`src/rtl/uart_rs232.sv`:
```
// uart_rs232 - full-duplex 8N1 serial transceiver between the host PC and the
// accelerator's memory I/O stage (file-index bytes, picture/weight bytes).
//
// Parameters:
//   CLKS_PER_BIT - clock cycles per serial bit (50 MHz / 9600 baud = 5208), >= 8
//   CNT_W        - width of the bit-period counters, 2**CNT_W > CLKS_PER_BIT
//
// Ports:
//   clk        - system clock, everything on its rising edge
//   rst        - synchronous active-low reset
//   rx         - asynchronous serial input, idles high
//   tx         - serial output, idles high
//   txdata     - byte to send, sampled only when a request is accepted
//   txdata_en  - send request, accepted when tx_busy is low
//   tx_busy    - high while a frame is being serialised
//   rxdata     - last correctly framed received byte
//   rxdata_rdy - one-cycle strobe, rxdata valid in the same cycle
//   frame_err  - one-cycle strobe when the stop bit samples low
module uart_rs232 #(
    parameter int CLKS_PER_BIT = 5208,
    parameter int CNT_W        = 16
) (
    input  logic       clk,
    input  logic       rst,
    input  logic       rx,
    output logic       tx,
    input  logic [7:0] txdata,
    input  logic       txdata_en,
    output logic       tx_busy,
    output logic [7:0] rxdata,
    output logic       rxdata_rdy,
    output logic       frame_err
);

    localparam logic [CNT_W-1:0] BIT_LAST  = CNT_W'(CLKS_PER_BIT - 1);
    localparam logic [CNT_W-1:0] HALF_LAST = CNT_W'(CLKS_PER_BIT / 2 - 1);
    localparam logic [CNT_W-1:0] CNT_ONE   = CNT_W'(1);

    typedef enum logic [1:0] {T_IDLE, T_START, T_DATA, T_STOP} tx_state_t;
    typedef enum logic [2:0] {R_IDLE, R_START, R_DATA, R_STOP, R_WAITHI} rx_state_t;

    tx_state_t        tx_state;
    logic [CNT_W-1:0] tx_cnt;
    logic [2:0]       tx_idx;
    logic [7:0]       tx_shift;

    rx_state_t        rx_state;
    logic [CNT_W-1:0] rx_cnt;
    logic [2:0]       rx_idx;
    logic [7:0]       rx_shift;
    logic             rx_meta;
    logic             rx_s;

    // Transmit FSM. tx and tx_busy are registered and are updated one step
    // ahead of the state change, so the start bit appears on the cycle after
    // the request edge and tx_busy drops exactly when the stop bit ends.
    // Requests are only looked at in T_IDLE, so anything arriving mid-frame
    // is dropped and txdata is never resampled during a frame.
    always_ff @(posedge clk) begin
        if (!rst) begin
            tx_state <= T_IDLE;
            tx_cnt   <= '0;
            tx_idx   <= '0;
            tx_shift <= '0;
            tx       <= 1'b1;
            tx_busy  <= 1'b0;
        end else begin
            case (tx_state)
                T_IDLE: begin
                    tx      <= 1'b1;
                    tx_busy <= 1'b0;
                    if (txdata_en) begin
                        tx_shift <= txdata;
                        tx_cnt   <= '0;
                        tx_idx   <= '0;
                        tx       <= 1'b0;
                        tx_busy  <= 1'b1;
                        tx_state <= T_START;
                    end
                end
                T_START: begin
                    if (tx_cnt == BIT_LAST) begin
                        tx_cnt   <= '0;
                        tx       <= tx_shift[0];
                        tx_state <= T_DATA;
                    end else begin
                        tx_cnt <= tx_cnt + CNT_ONE;
                    end
                end
                T_DATA: begin
                    if (tx_cnt == BIT_LAST) begin
                        tx_cnt <= '0;
                        if (tx_idx == 3'd7) begin
                            tx       <= 1'b1;
                            tx_state <= T_STOP;
                        end else begin
                            // tx is registered, so present the next bit
                            // (shift[1]) while the register shifts.
                            tx_shift <= {1'b0, tx_shift[7:1]};
                            tx       <= tx_shift[1];
                            tx_idx   <= tx_idx + 3'd1;
                        end
                    end else begin
                        tx_cnt <= tx_cnt + CNT_ONE;
                    end
                end
                T_STOP: begin
                    if (tx_cnt == BIT_LAST) begin
                        tx_cnt   <= '0;
                        tx       <= 1'b1;
                        tx_busy  <= 1'b0;
                        tx_state <= T_IDLE;
                    end else begin
                        tx_cnt <= tx_cnt + CNT_ONE;
                    end
                end
                default: begin
                    tx       <= 1'b1;
                    tx_busy  <= 1'b0;
                    tx_state <= T_IDLE;
                end
            endcase
        end
    end

    // Two-flop synchroniser for the asynchronous rx line. Both flops reset to
    // the idle level so leaving reset never looks like a start bit.
    always_ff @(posedge clk) begin
        if (!rst) begin
            rx_meta <= 1'b1;
            rx_s    <= 1'b1;
        end else begin
            rx_meta <= rx;
            rx_s    <= rx_meta;
        end
    end

    // Receive FSM. After confirming the start bit at its midpoint, every
    // later sample is a whole bit period apart, so all data bits and the stop
    // bit are taken near their centres. A low stop bit parks the FSM in
    // R_WAITHI until the line returns high, so a stuck-low line cannot be
    // mistaken for a stream of new start bits.
    always_ff @(posedge clk) begin
        if (!rst) begin
            rx_state   <= R_IDLE;
            rx_cnt     <= '0;
            rx_idx     <= '0;
            rx_shift   <= '0;
            rxdata     <= 8'h00;
            rxdata_rdy <= 1'b0;
            frame_err  <= 1'b0;
        end else begin
            rxdata_rdy <= 1'b0;
            frame_err  <= 1'b0;
            case (rx_state)
                R_IDLE: begin
                    if (!rx_s) begin
                        rx_cnt   <= '0;
                        rx_state <= R_START;
                    end
                end
                R_START: begin
                    if (rx_cnt == HALF_LAST) begin
                        rx_cnt   <= '0;
                        rx_idx   <= '0;
                        rx_state <= rx_s ? R_IDLE : R_DATA;
                    end else begin
                        rx_cnt <= rx_cnt + CNT_ONE;
                    end
                end
                R_DATA: begin
                    if (rx_cnt == BIT_LAST) begin
                        rx_cnt   <= '0;
                        // LSB arrives first, so shifting in at the MSB leaves
                        // the byte correctly ordered after eight samples.
                        rx_shift <= {rx_s, rx_shift[7:1]};
                        if (rx_idx == 3'd7) begin
                            rx_state <= R_STOP;
                        end else begin
                            rx_idx <= rx_idx + 3'd1;
                        end
                    end else begin
                        rx_cnt <= rx_cnt + CNT_ONE;
                    end
                end
                R_STOP: begin
                    if (rx_cnt == BIT_LAST) begin
                        rx_cnt <= '0;
                        if (rx_s) begin
                            rxdata     <= rx_shift;
                            rxdata_rdy <= 1'b1;
                            rx_state   <= R_IDLE;
                        end else begin
                            frame_err <= 1'b1;
                            rx_state  <= R_WAITHI;
                        end
                    end else begin
                        rx_cnt <= rx_cnt + CNT_ONE;
                    end
                end
                R_WAITHI: begin
                    if (rx_s) begin
                        rx_state <= R_IDLE;
                    end
                end
                default: begin
                    rx_state <= R_IDLE;
                end
            endcase
        end
    end

endmodule

```
`config.mk`:
```
export PLATFORM = sky130hd
export DESIGN_NAME = uart_rs232
export DESIGN_NICKNAME = d
export VERILOG_FILES = /design/src/rtl/uart_rs232.sv
export SDC_FILE = /design/constraint.sdc
export NUM_CORES = 1
export LEC_CHECK = 0
export ABC_AREA = 0
export ABC_CLOCK_PERIOD_IN_PS = 6400
export CAP_MARGIN = 20
export CORE_UTILIZATION = 55
export DETAILED_ROUTE_END_ITERATION = 8
export MAX_ROUTING_LAYER = met4
export PLACE_DENSITY = 0.75
export SETUP_SLACK_MARGIN = 0.5
export SYNTH_ARGS = -nofsm -noshare
export SYNTH_HDL_FRONTEND = slang
export SYNTH_SLANG_ARGS = --single-unit
```
`constraint.sdc`:
```
create_clock -name clk -period 6.4 [get_ports clk]
set_input_delay 1.28 -clock clk [delete_from_list [all_inputs] [get_ports clk]]
set_output_delay 1.28 -clock clk [all_outputs]
set_load 0.1 [all_outputs]
```
### Word-level counts from Yosys, hierarchy flattened

Cells that the tools add are included.

| word-level totals | value |
|---|---|
| input bits | 12 |
| register bits after elaboration | 73 |
| word-level logic and storage cells | 107 |
| output and inout port bits | 12 |

| cells by class | value |
|---|---|
| add/subtract/negate cells | 4 |
| equality and inequality tests | 25 |
| reductions and logical operators | 18 |
| multiplexer cells | 45 |

Operators by type and width:

| kind | number |
|---|---|
| $mux 16 | 5 |
| $pmux 16 s3 | 1 |
| $mux 3 | 13 |
| $add 16x1->16 const B | 2 |
| $eq 16x13->1 const B | 2 |
| $pmux 16 s2 | 1 |
| $ne 2x2->1 const B | 13 |
| $mux 8 | 3 |
| $eq 16x12->1 const B | 1 |
| $pmux 8 s2 | 1 |
| $pmux 3 s5 | 1 |
| $mux 2 | 6 |
| $pmux 3 s2 | 2 |
| $eq 3x3->1 const B | 3 |
| $mux 1 | 9 |
| $reduce_and 3->1 | 3 |
| $pmux 2 s4 | 1 |
| $reduce_and 4->1 | 2 |
| $add 3x1->3 const B | 2 |
| $eq 3x2->1 const B | 2 |
| $reduce_and 2->1 | 3 |
| $reduce_and 6->1 | 1 |
| $reduce_bool 2->1 | 3 |
| $reduce_and 5->1 | 1 |
| 10 further kinds | 11 |

### Longest topological paths before layout

Gate-level depths: netlist of run 1.

| logic depth | value |
|---|---|
| word-level depth | 4 |
| mapped depth | 8 |
| depth with buffers taken out | 7 |

### Least setup slack after synthesis of run 1

Ideal clock, no wire load.

| timing | value |
|---|---|
| path type | input-to-reg |
| start | input rst |
| end | register rx_cnt[7] |
| setup time | 87 ps |
| setup slack | 4008 ps |
| stages | 6 |
| buffers on the path | 2 |
| data required time | 6313 ps |
| arrival | 2305 ps |
| cells stage by stage | clkbuf_1 > clkinv_1 > nor2_1 > clkbuf_1 > a22oi_1 > o31ai_1 |

RTL lines:

| item | line | source |
|---|---|---|
| start, declared | 24 | `input logic rst,` |
| end signal, assigned | 168 | `rx_cnt <= rx_cnt + CNT_ONE;` |
| end signal, assigned | 183 | `rx_cnt <= rx_cnt + CNT_ONE;` |
| end signal, assigned | 198 | `rx_cnt <= rx_cnt + CNT_ONE;` |
| end, declared | 48 | `logic [CNT_W-1:0] rx_cnt;` |

### Worst setup path after layout of run 1

| timing | value |
|---|---|
| start | register tx |
| end | output tx |

RTL lines:

| item | line | source |
|---|---|---|
| start, declared | 26 | `output logic tx,` |
| start signal, assigned | 84 | `tx <= tx_shift[0];` |
| start signal, assigned | 100 | `tx <= tx_shift[1];` |

No word-level cell between the ends.

==> results of run 1 <==
-- sequential cells by signal, indices dropped and copies added (netlist names) --
register    count
tx_shift        8
rx_idx          3
rxdata          8
frame_err       1
tx_state        2
rx_shift        8
rxdata_rdy      1
tx_idx          3
tx_cnt         16
rx_s            1
tx              1
rx_state        3
tx_busy         1
rx_cnt         16
rx_meta         1
-- worst paths after layout --
check	start	endpoint	slack, ns
max	tx	tx	3.28
min	rx_meta	rx_s	0.42
max reg2reg	rx_cnt[1]	rxdata[0]	4.09
min reg2reg	rx_meta	rx_s	0.42
-- cell type report --
type                       count  area (um^2)  area share
clock inverter                 7        85.08     0.02071
sequential                    73         1461      0.3557
multi-input combinational    314         2053      0.4997
tap                           77        96.34     0.02345
timing repair buffer          26        247.7     0.06029
inverter                      11        41.29     0.01005
clock buffer                   9        123.9     0.03015
-- stage by stage --
stage	power, mW	util	instances
floorplan	0.7184	-	421
global placement	0.7643	0.6095	500
detailed placement	0.7674	0.6107	501
CTS	1.146	0.6434	517
global route	1.199	0.6434	517
finish	1.138	0.6434	517
-- cells in the final DEF, fill, tap and decap left out, types with 4 or more instances in the layout --
master / Yosys / final
nand4_1: 11 / 11
inv_1: 10 / 10
a21oi_1: 22 / 22
mux2i_1: 28 / 28
a21o_1: 8 / 8
nand2b_1: 5 / 5
nor2_1: 35 / 35
ha_1: 11 / 11
o21a_1: 4 / 4
or3_1: 5 / 5
nand3_1: 25 / 25
dfxtp_1: 73 / 73
o21ai_0: 22 / 22
nor3_1: 7 / 7
nand2_1: 49 / 49
o211ai_1: 5 / 5
clkbuf_8: 0 / 9
o221a_2: 7 / 7
and3_1: 10 / 10
clkdlybuf4s50_1: 0 / 22
-- synthesized netlist by cell type (all sizes together) (4+ instances only) --
| cell type | instances | area [um^2] |
|---|---|---|
| mux2i | 28 | 280.3 |
| o21a | 4 | 30.03 |
| buf | 8 | 46.29 |
| nor3 | 8 | 45.04 |
| nor4 | 4 | 40.04 |
| nand4 | 11 | 68.82 |
| a21oi | 23 | 118.9 |
| inv | 10 | 37.54 |
| a21o | 8 | 60.06 |
| nor2 | 36 | 142.6 |
| and3 | 11 | 70.07 |
| nand3 | 25 | 125.1 |
| nand2b | 5 | 31.28 |
| or3 | 6 | 38.79 |
| clkbuf | 15 | 56.30 |
| nand2 | 49 | 183.9 |
| dfxtp | 73 | 1461 |
| o211ai | 5 | 37.54 |
| o221a | 7 | 78.83 |
| o21ai | 22 | 110.1 |
| ha | 11 | 137.6 |
-- routing by layer --
layer / routed length (um) / track usage
met4: 100 / 0.07858
met1: 3421 / 0.2882
met3: 373 / 0.05143
met5: 0 / -
met2: 3361 / 0.3688
-- kinds of logic (layout without fill, tap and decap cells) --
group                    Yosys count  after routing  share of synthesized area
AO/OA/AOI/OAI                     92             92                     0.1751
XOR/XNOR                           3              3                   0.007183
adder cells (fa/ha/maj)           11             11                    0.03762
buffers and inverters             34             53                    0.03933
flip-flops                        73             73                     0.3995
multiplexers                      28             28                    0.07661
AND/OR/NAND/NOR                  180            180                     0.2647
-- where the power goes --
| part | internal (mW) | switching (mW) |
|---|---|---|
| combinational | 0.0885 | 0.162 |
| sequential | 0.486 | 0.0219 |
| clock | 0.188 | 0.192 |
==> impl_metrics.toml, run 1 <==
[timing]
holdWs_ns = 0.4240
skew_ns = 0.01159
slew_headroom = 0.3448
worst_slack_ns = 3.279
hold_viol_final = 0
finalSetupViolations = 0
worst_pin_slew_ns = 0.9798
rsz0062_at_grt = "no"
fin_crit_sh = 0.4877
period_minus_slack_ns = 3.121
timing.fmax_mhz = 320.4
setup_tns_ns = 0
drv_slew = 0

[clocking]
clkTransAtPathRegs_ns = 0.08
cts_buffers = 9
cts_htree_levels = 3
cts_sinks = 73
ctsHoldBuffers = 0
clock-root-buffer = "clkbuf_8"
clock_path_buffers = 2
postCtsResizedCells = 0
cts_tree = "built"
cts_setup_buffers = 0
clock_latency_ns = 0.35

[yosys]
synth.distinct_cells = 60
synthArstFlopShare = 0
ys_seq_elements = 73
ys.flop_type = "dfxtp_1"
syn_avg_cell_area_um2 = 8.690
syn_area_um2 = 3659
yosys_warnings = 0
syn_nets = 444
syn_inst = 421
seq_area_frac_synth = 0.3995
synth_edf_count = 0

[setup_path]
startpoint_type = "flop"
critPathBufInv = 1
critPathCaptureType = "primary output"
arrival_ns = 1.84
cp.depth = 1
r2r_cells = 7
required_ns = 5.12
critPathKind = "reg -> out"
worst-path-max-fanout = 2
crit_slowest_cell = "clkdlybuf4s50_1"
critPathTopFamily = "buffers and inverters"
max_stage_delay_ns = 1.14
crit_chain = "clkdlybuf4s50_1"

[grt]
gr-total-overflow = 0
grt_usage = 0.2305
grt_pass1_vias = 2837
grt_pass1_wl_um = 12860
grt_max_degree = 53
antenna_found_initial = 0

[finish]
final_cell_area_um2 = 4109
nNetsFinal = 458
syn2layout_area_growth_pct = 12.31
drive_above_1_share = 0.1000
antenna_cells = 0
nFillCells = 554

[placed_design]
place.gp.congestion = 0.7921
port_buffers = 23
post-place-ws_ns = 3.170
place_hpwl_um = 4818
dpl_cell_area_um2 = 3900

[drt]
dr.pass1.iters = 6
routedWlPerCell_um = 14.04
vias = 3074
post-route-drc-count = 0
vias_per_cell = 5.946
final_antenna_net_count = 0
drt_iter0_markers = 183
wl_um = 7257

[floorplan]
die_area_um2 = 6982
start_util = 0.5729
die-width_um = 83.56
row_count = 29
ios = 24
core_area_um2 = 6386
die_height_um = 83.56

[outcome]
status = "completed"

[run]
maxCapViolCount = 0

[worst_hold_path]
worstHoldPathCells = 1
min_path_type = "reg -> reg"

[pwr]
cellPowerDensity_nw_per_um2 = 277.0
p_leak_nw = 1.501
irDropWorstVdd_uv = 190.5
Power figures use the tool's default switching activity.
==> run 2, diff against run 1 <==
- ABC_CLOCK_PERIOD_IN_PS: 6400 -> 2800
- CORE_UTILIZATION: 55 -> 53
- PLACE_DENSITY: 0.75 -> 0.76
- clock period: 6.4 -> 2.8 ns (I/O delays scaled with it)
==> run 2 against run 1 <==
Against the previous run: critical endpoint is now tx_cnt[13]; power is 120% higher; sequential power is 130% higher; clock skew is 0.0030 ns lower; critical path type is now reg -> reg; register-to-register slack worse by 3.5 ns; via count stayed put; critical path depth is 4 higher; utilization is 0.96 points lower.
==> impl_metrics.toml, run 2 (same netlist as run 1, synthesis figures left out) <==
[outcome]
status = "completed"

[timing]
timing.fmax_mhz = 450.9
slew_headroom = 0.3881
worst_pin_slew_ns = 0.9145
finalSetupViolations = 0
rsz0062_at_grt = "yes"
setup_tns_ns = 0
holdWs_ns = 0.4141
fin_crit_sh = 0.7920
period_minus_slack_ns = 2.218
hold_viol_final = 0
skew_ns = 0.008580
drv_slew = 0

[setup_path]
startpoint_type = "flop"
worst-path-max-fanout = 13
critPathBufInv = 0
required_ns = 3.05
cp.depth = 5
rrSetupSlack_ns = 0.58
endpoint = "tx_cnt[13]"
r2r-end = "tx_cnt[13]"
critPathTopFamily = "simple AND/OR/NAND/NOR gates"
crit_chain = "or3b_2, nor4_4, or2_2, o21ai_0, a32o_1"
max_stage_delay_ns = 0.51
critPathCaptureType = "flop"
arrival_ns = 2.47
r2r_cells = 5
rr_startpoint = "tx_cnt[10]"
crit_slowest_cell = "or3b_2"
startpoint = "tx_cnt[10]"
critPathKind = "reg -> reg"

[grt]
grt_max_degree = 30
grt_pass1_vias = 2833
gr-total-overflow = 0
grt_usage = 0.2217
antenna_found_initial = 0
grt_pass1_wl_um = 12610

[finish]
reg.largest.list = "rx_cnt (16), tx_cnt (16)"
nNetsFinal = 463
antenna_cells = 0
multi_input_area_um2 = 2074
syn2layout_area_growth_pct = 12.52
area.sequential_um2 = 1464
mostFrequentLayoutCells = "dfxtp_1, nand2_1, nor2_1"
mostFrequentLayoutCell = "dfxtp_1"
final_cell_area_um2 = 4116
drive_above_1_share = 0.1483
nFillCells = 531

[run]
maxCapViolCount = 0

[clocking]
clock-root-buffer = "clkbuf_8"
clock_path_buffers = 2
cts_htree_levels = 3
clock_latency_ns = 0.35
clkTransAtPathRegs_ns = 0.09
cts_sinks = 73
ctsHoldBuffers = 0
cts_buffers = 9
cts_setup_buffers = 0
cts_tree = "built"

[pwr]
cellPowerDensity_nw_per_um2 = 612.5
p_leak_nw = 1.539
irDropWorstVdd_uv = 361.4
power_mw = 2.521

[drt]
wl_um = 7126
final_antenna_net_count = 0
dr.pass1.iters = 4
vias_per_cell = 5.889
routedWlPerCell_um = 13.65
vias = 3074
post-route-drc-count = 0
drt_iter0_markers = 150

[floorplan]
core_area_um2 = 6495
ios = 24
die-width_um = 85.09
row_count = 29
die_area_um2 = 7239
die_height_um = 85.09
start_util = 0.5633

[placed_design]
port_buffers = 23
place_hpwl_um = 4685
place.gp.congestion = 0.8362
dpl_cell_area_um2 = 3908

[worst_hold_path]
min_path_type = "reg -> reg"
## run 2: cell types whose count changed in the layout (fill, tap and decap cells not counted), moves of 2 or more
cell / change
dfxtp_2: +2
buf_4: +17
clkdlybuf4s50_1: -12
dfxtp_1: -2
## run 2: timing repair
item | 4_1_cts | 5_1_grt
gates resized for setup | 1 | 5
setup endpoints to repair | 1 | 20
endpoints found under the hold margin | 0 | 0
pin swaps | 0 | 2
## run 2: final cells by class
type,instances,share of cell area
Clock inverter,6,0.01155
Inverter,11,0.01003
Timing Repair Buffer,31,0.06201
Tap cell,77,0.02340
Clock buffer,10,0.03343
Sequential cell,73,0.3556
Multi-Input combinational cell,314,0.5040
## run 2: report_power, final
part	internal, mW	total, mW	switching (mW)
Clock	0.355	0.776	0.421
Combinational	0.212	0.587	0.375
Sequential	1.11	1.16	0.0478
## run 2: layer usage
metal | global-route usage | up-vias | routed length [um] | part of all wire
met2 | 0.3548 | 44 | 3323 | 0.47
met5 | - | - | 0 | 0
met4 | 0.07704 | 0 | 93 | 0.013
met3 | 0.04864 | 9 | 246 | 0.035
met1 | 0.2765 | 1450 | 3462 | 0.49
li1 | - | 1571 | - | -
## run 2: how the worst min path moves through the flow
| stage | endpoint | from | slack (ns) | depth (start not counted) |
|---|---|---|---|---|
| floorplan | rx_s | rx_meta | 0.39 | 1 |
| global route | rx_s | rx_meta | 0.45 | 1 |
| detailed placement | rx_s | rx_meta | 0.40 | 1 |
| finish | rx_s | rx_meta | 0.41 | 1 |
| CTS | rx_s | rx_meta | 0.42 | 1 |
| global placement | rx_s | rx_meta | 0.39 | 1 |
## run 2: metrics by stage
stage,worst slack [ns],utilization,instances
floorplan,0.7285,-,421
global placement,0.6250,0.6016,506
detailed placement,0.5831,0.6016,506
CTS,0.5131,0.6319,522
global route,0.4478,0.6338,522
finish,0.5824,0.6338,522
## run 2: worst register-to-register path, stage by stage, from the launching register on
cell and delay [ns]:
dfxtp_1 0.39, or3b_2 0.51, nor4_4 0.47, or2_2 0.34, o21ai_0 0.14, a32o_1 0.27
==> run 3, diff against run 2 <==
- ABC_CLOCK_PERIOD_IN_PS: 2800 -> 1900
- clock period: 2.8 -> 1.9 ns (I/O delays scaled with it)
==> run 3 against run 2 <==
Against the previous run: the run now ends with negative setup slack left; utilization increased by 16 points; sequential cell count unchanged; largest power group unchanged; non-clock buffer count increased by 60; register-to-register slack got worse by 0.70 ns; sequential power increased by 48%.
==> impl_metrics.toml, run 3 (same netlist as run 1, synthesis figures left out) <==
[floorplan]
die_height_um = 85.09
core_area_um2 = 6495
row_count = 29
ios = 24
start_util = 0.5633
die-width_um = 85.09
die_area_um2 = 7239

[setup_path]
critPathCaptureType = "flop"
path_common_cell = "a21oi_2"
r2r_cells = 7
max_stage_delay_ns = 0.48
startpoint_type = "flop"
critPathKind = "reg -> reg"
cp.depth = 7
crit_chain = "ha_4, or4b_4, o41ai_4, a21oi_2, buf_4, a21oi_2, mux2i_1"
required_ns = 2.15
endpoint = "rx_cnt[9]"
r2r-end = "rx_cnt[9]"
arrival_ns = 2.27
crit_slowest_cell = "or4b_4"
worst-path-max-fanout = 8
rrSetupSlack_ns = -0.11
critPathBufInv = 1
critPathTopFamily = "compound AO/OA/AOI/OAI gates"
startpoint = "rx_cnt[1]"
rr_startpoint = "rx_cnt[1]"

[clocking]
cts_buffers = 9
clock-root-buffer = "clkbuf_8"
clock_latency_ns = 0.37
clkTransAtPathRegs_ns = 0.10
cts_htree_levels = 3
clock_path_buffers = 2
cts_sinks = 73
cts_tree = "built"

[drt]
post-route-drc-count = 0
vias = 3568
routedWlPerCell_um = 17.76
final_antenna_net_count = 0
vias_per_cell = 6.099
drt_iter0_markers = 228
dr.pass1.iters = 6
wl_um = 10390

[grt]
antenna_found_initial = 0
grt_usage = 0.2826
grt_max_degree = 49
gr-total-overflow = 0
grt_pass1_wl_um = 15810
grt_pass1_vias = 3401

[placed_design]
port_buffers = 23
dpl_cell_area_um2 = 4389
place_hpwl_um = 5624
place.gp.congestion = 0.8564
post-place-ws_ns = -0.1750

[timing]
hold_viol_final = 0
fin_crit_sh = 1.061
worst_slack_ns = -0.1150
period_minus_slack_ns = 2.015
worst_pin_slew_ns = 0.6400
slew_headroom = 0.5733
skew_ns = 0.01379
finalSetupViolations = 33
drv_slew = 0
rsz0062_at_grt = "yes"
timing.fmax_mhz = 496.3

[worst_hold_path]
min_path_type = "in -> reg"
min-delay-start = "rst"

[finish]
finish.utilization = 0.7925
mostFrequentLayoutCells = "dfxtp_1, buf_4, nand2_1"
mostFrequentLayoutCell = "dfxtp_1"
reg.largest.list = "rx_cnt (16), tx_cnt (16)"
multi_input_area_um2 = 2489
antenna_cells = 0
final_cell_area_um2 = 5147
nNetsFinal = 526
syn2layout_area_growth_pct = 40.70
drive_above_1_share = 0.3740
area.sequential_um2 = 1474
nFillCells = 362

[outcome]
status = "finished with violations"
violations = "negative setup slack"

[pwr]
power_mw = 4.486
cellPowerDensity_nw_per_um2 = 871.6
irDropWorstVdd_uv = 926.6
p_leak_nw = 1.991

[run]
maxCapViolCount = 0
[run 3: changes by cell type in the layout (fill, tap and decap cells not counted), sizes merged]
cell / previous run / this run
buf: 21 / 81
clkinv: 3 / 2
nor2: 36 / 38
bufinv: 0 / 1
clkbuf: 10 / 9
or2: 3 / 4
inv: 13 / 14
[run 3: worst min-delay path, cell delays in order]
cell	delay [ns]
buf_2	0.15
o21ai_2	0.08
nor2_1	0.04
[run 3: where the power goes]
group / internal [mW] / switching (mW) / leakage [nW]
clock: 0.632 / 0.678 / 0.103
sequential: 1.64 / 0.0854 / 0.596
combinational: 0.640 / 0.813 / 1.29
[run 3: area by class of cell]
class | instances | area share
Multi-Input combinational cell | 317 | 0.4835
Sequential cell | 73 | 0.2863
Timing Repair Buffer | 91 | 0.1631
Clock buffer | 9 | 0.02406
Tap cell | 77 | 0.01872
Clock inverter | 7 | 0.01629
Inverter | 11 | 0.008021
[run 3: worst min-delay path by stage]
stage / end / slack, ns / cells past startpoint
5_1_grt: rx_cnt[13] / 0.33 / 3
4_1_cts: rx_cnt[15] / 0.32 / 3
3_5_place_dp: rx_s / 0.40 / 1
3_3_place_gp: rx_s / 0.39 / 1
2_1_floorplan: rx_s / 0.39 / 1
6_report: rx_cnt[15] / 0.33 / 3
[run 3: stage by stage]
step	TNS (ns)	hold slack [ns]	instances
finish	-2.259	0.3261	585
floorplan	-0.8605	0.3863	421
global placement	-1.416	0.3883	546
global route	-4.953	0.3344	585
CTS	-0.8334	0.3225	576
detailed placement	-2.570	0.3979	546
[run 3: routing by layer]
layer	GRT usage	wire, um	vias up
li1	-	-	1707
met1	0.3370	4341	1727
met2	0.4736	5341	107
met3	0.04377	446	27
met4	0.1217	257	0
met5	-	0	-
[run 3: what timing repair did]
| item | 4_1_cts | 5_1_grt |
|---|---|---|
| gates cloned | 4 | 1 |
| hold buffers | 0 | 0 |
| pin swaps | 22 | 14 |
| setup buffers | 10 | 7 |
| gates resized for setup | 45 | 34 |
| endpoints found under the setup margin | 72 | 77 |
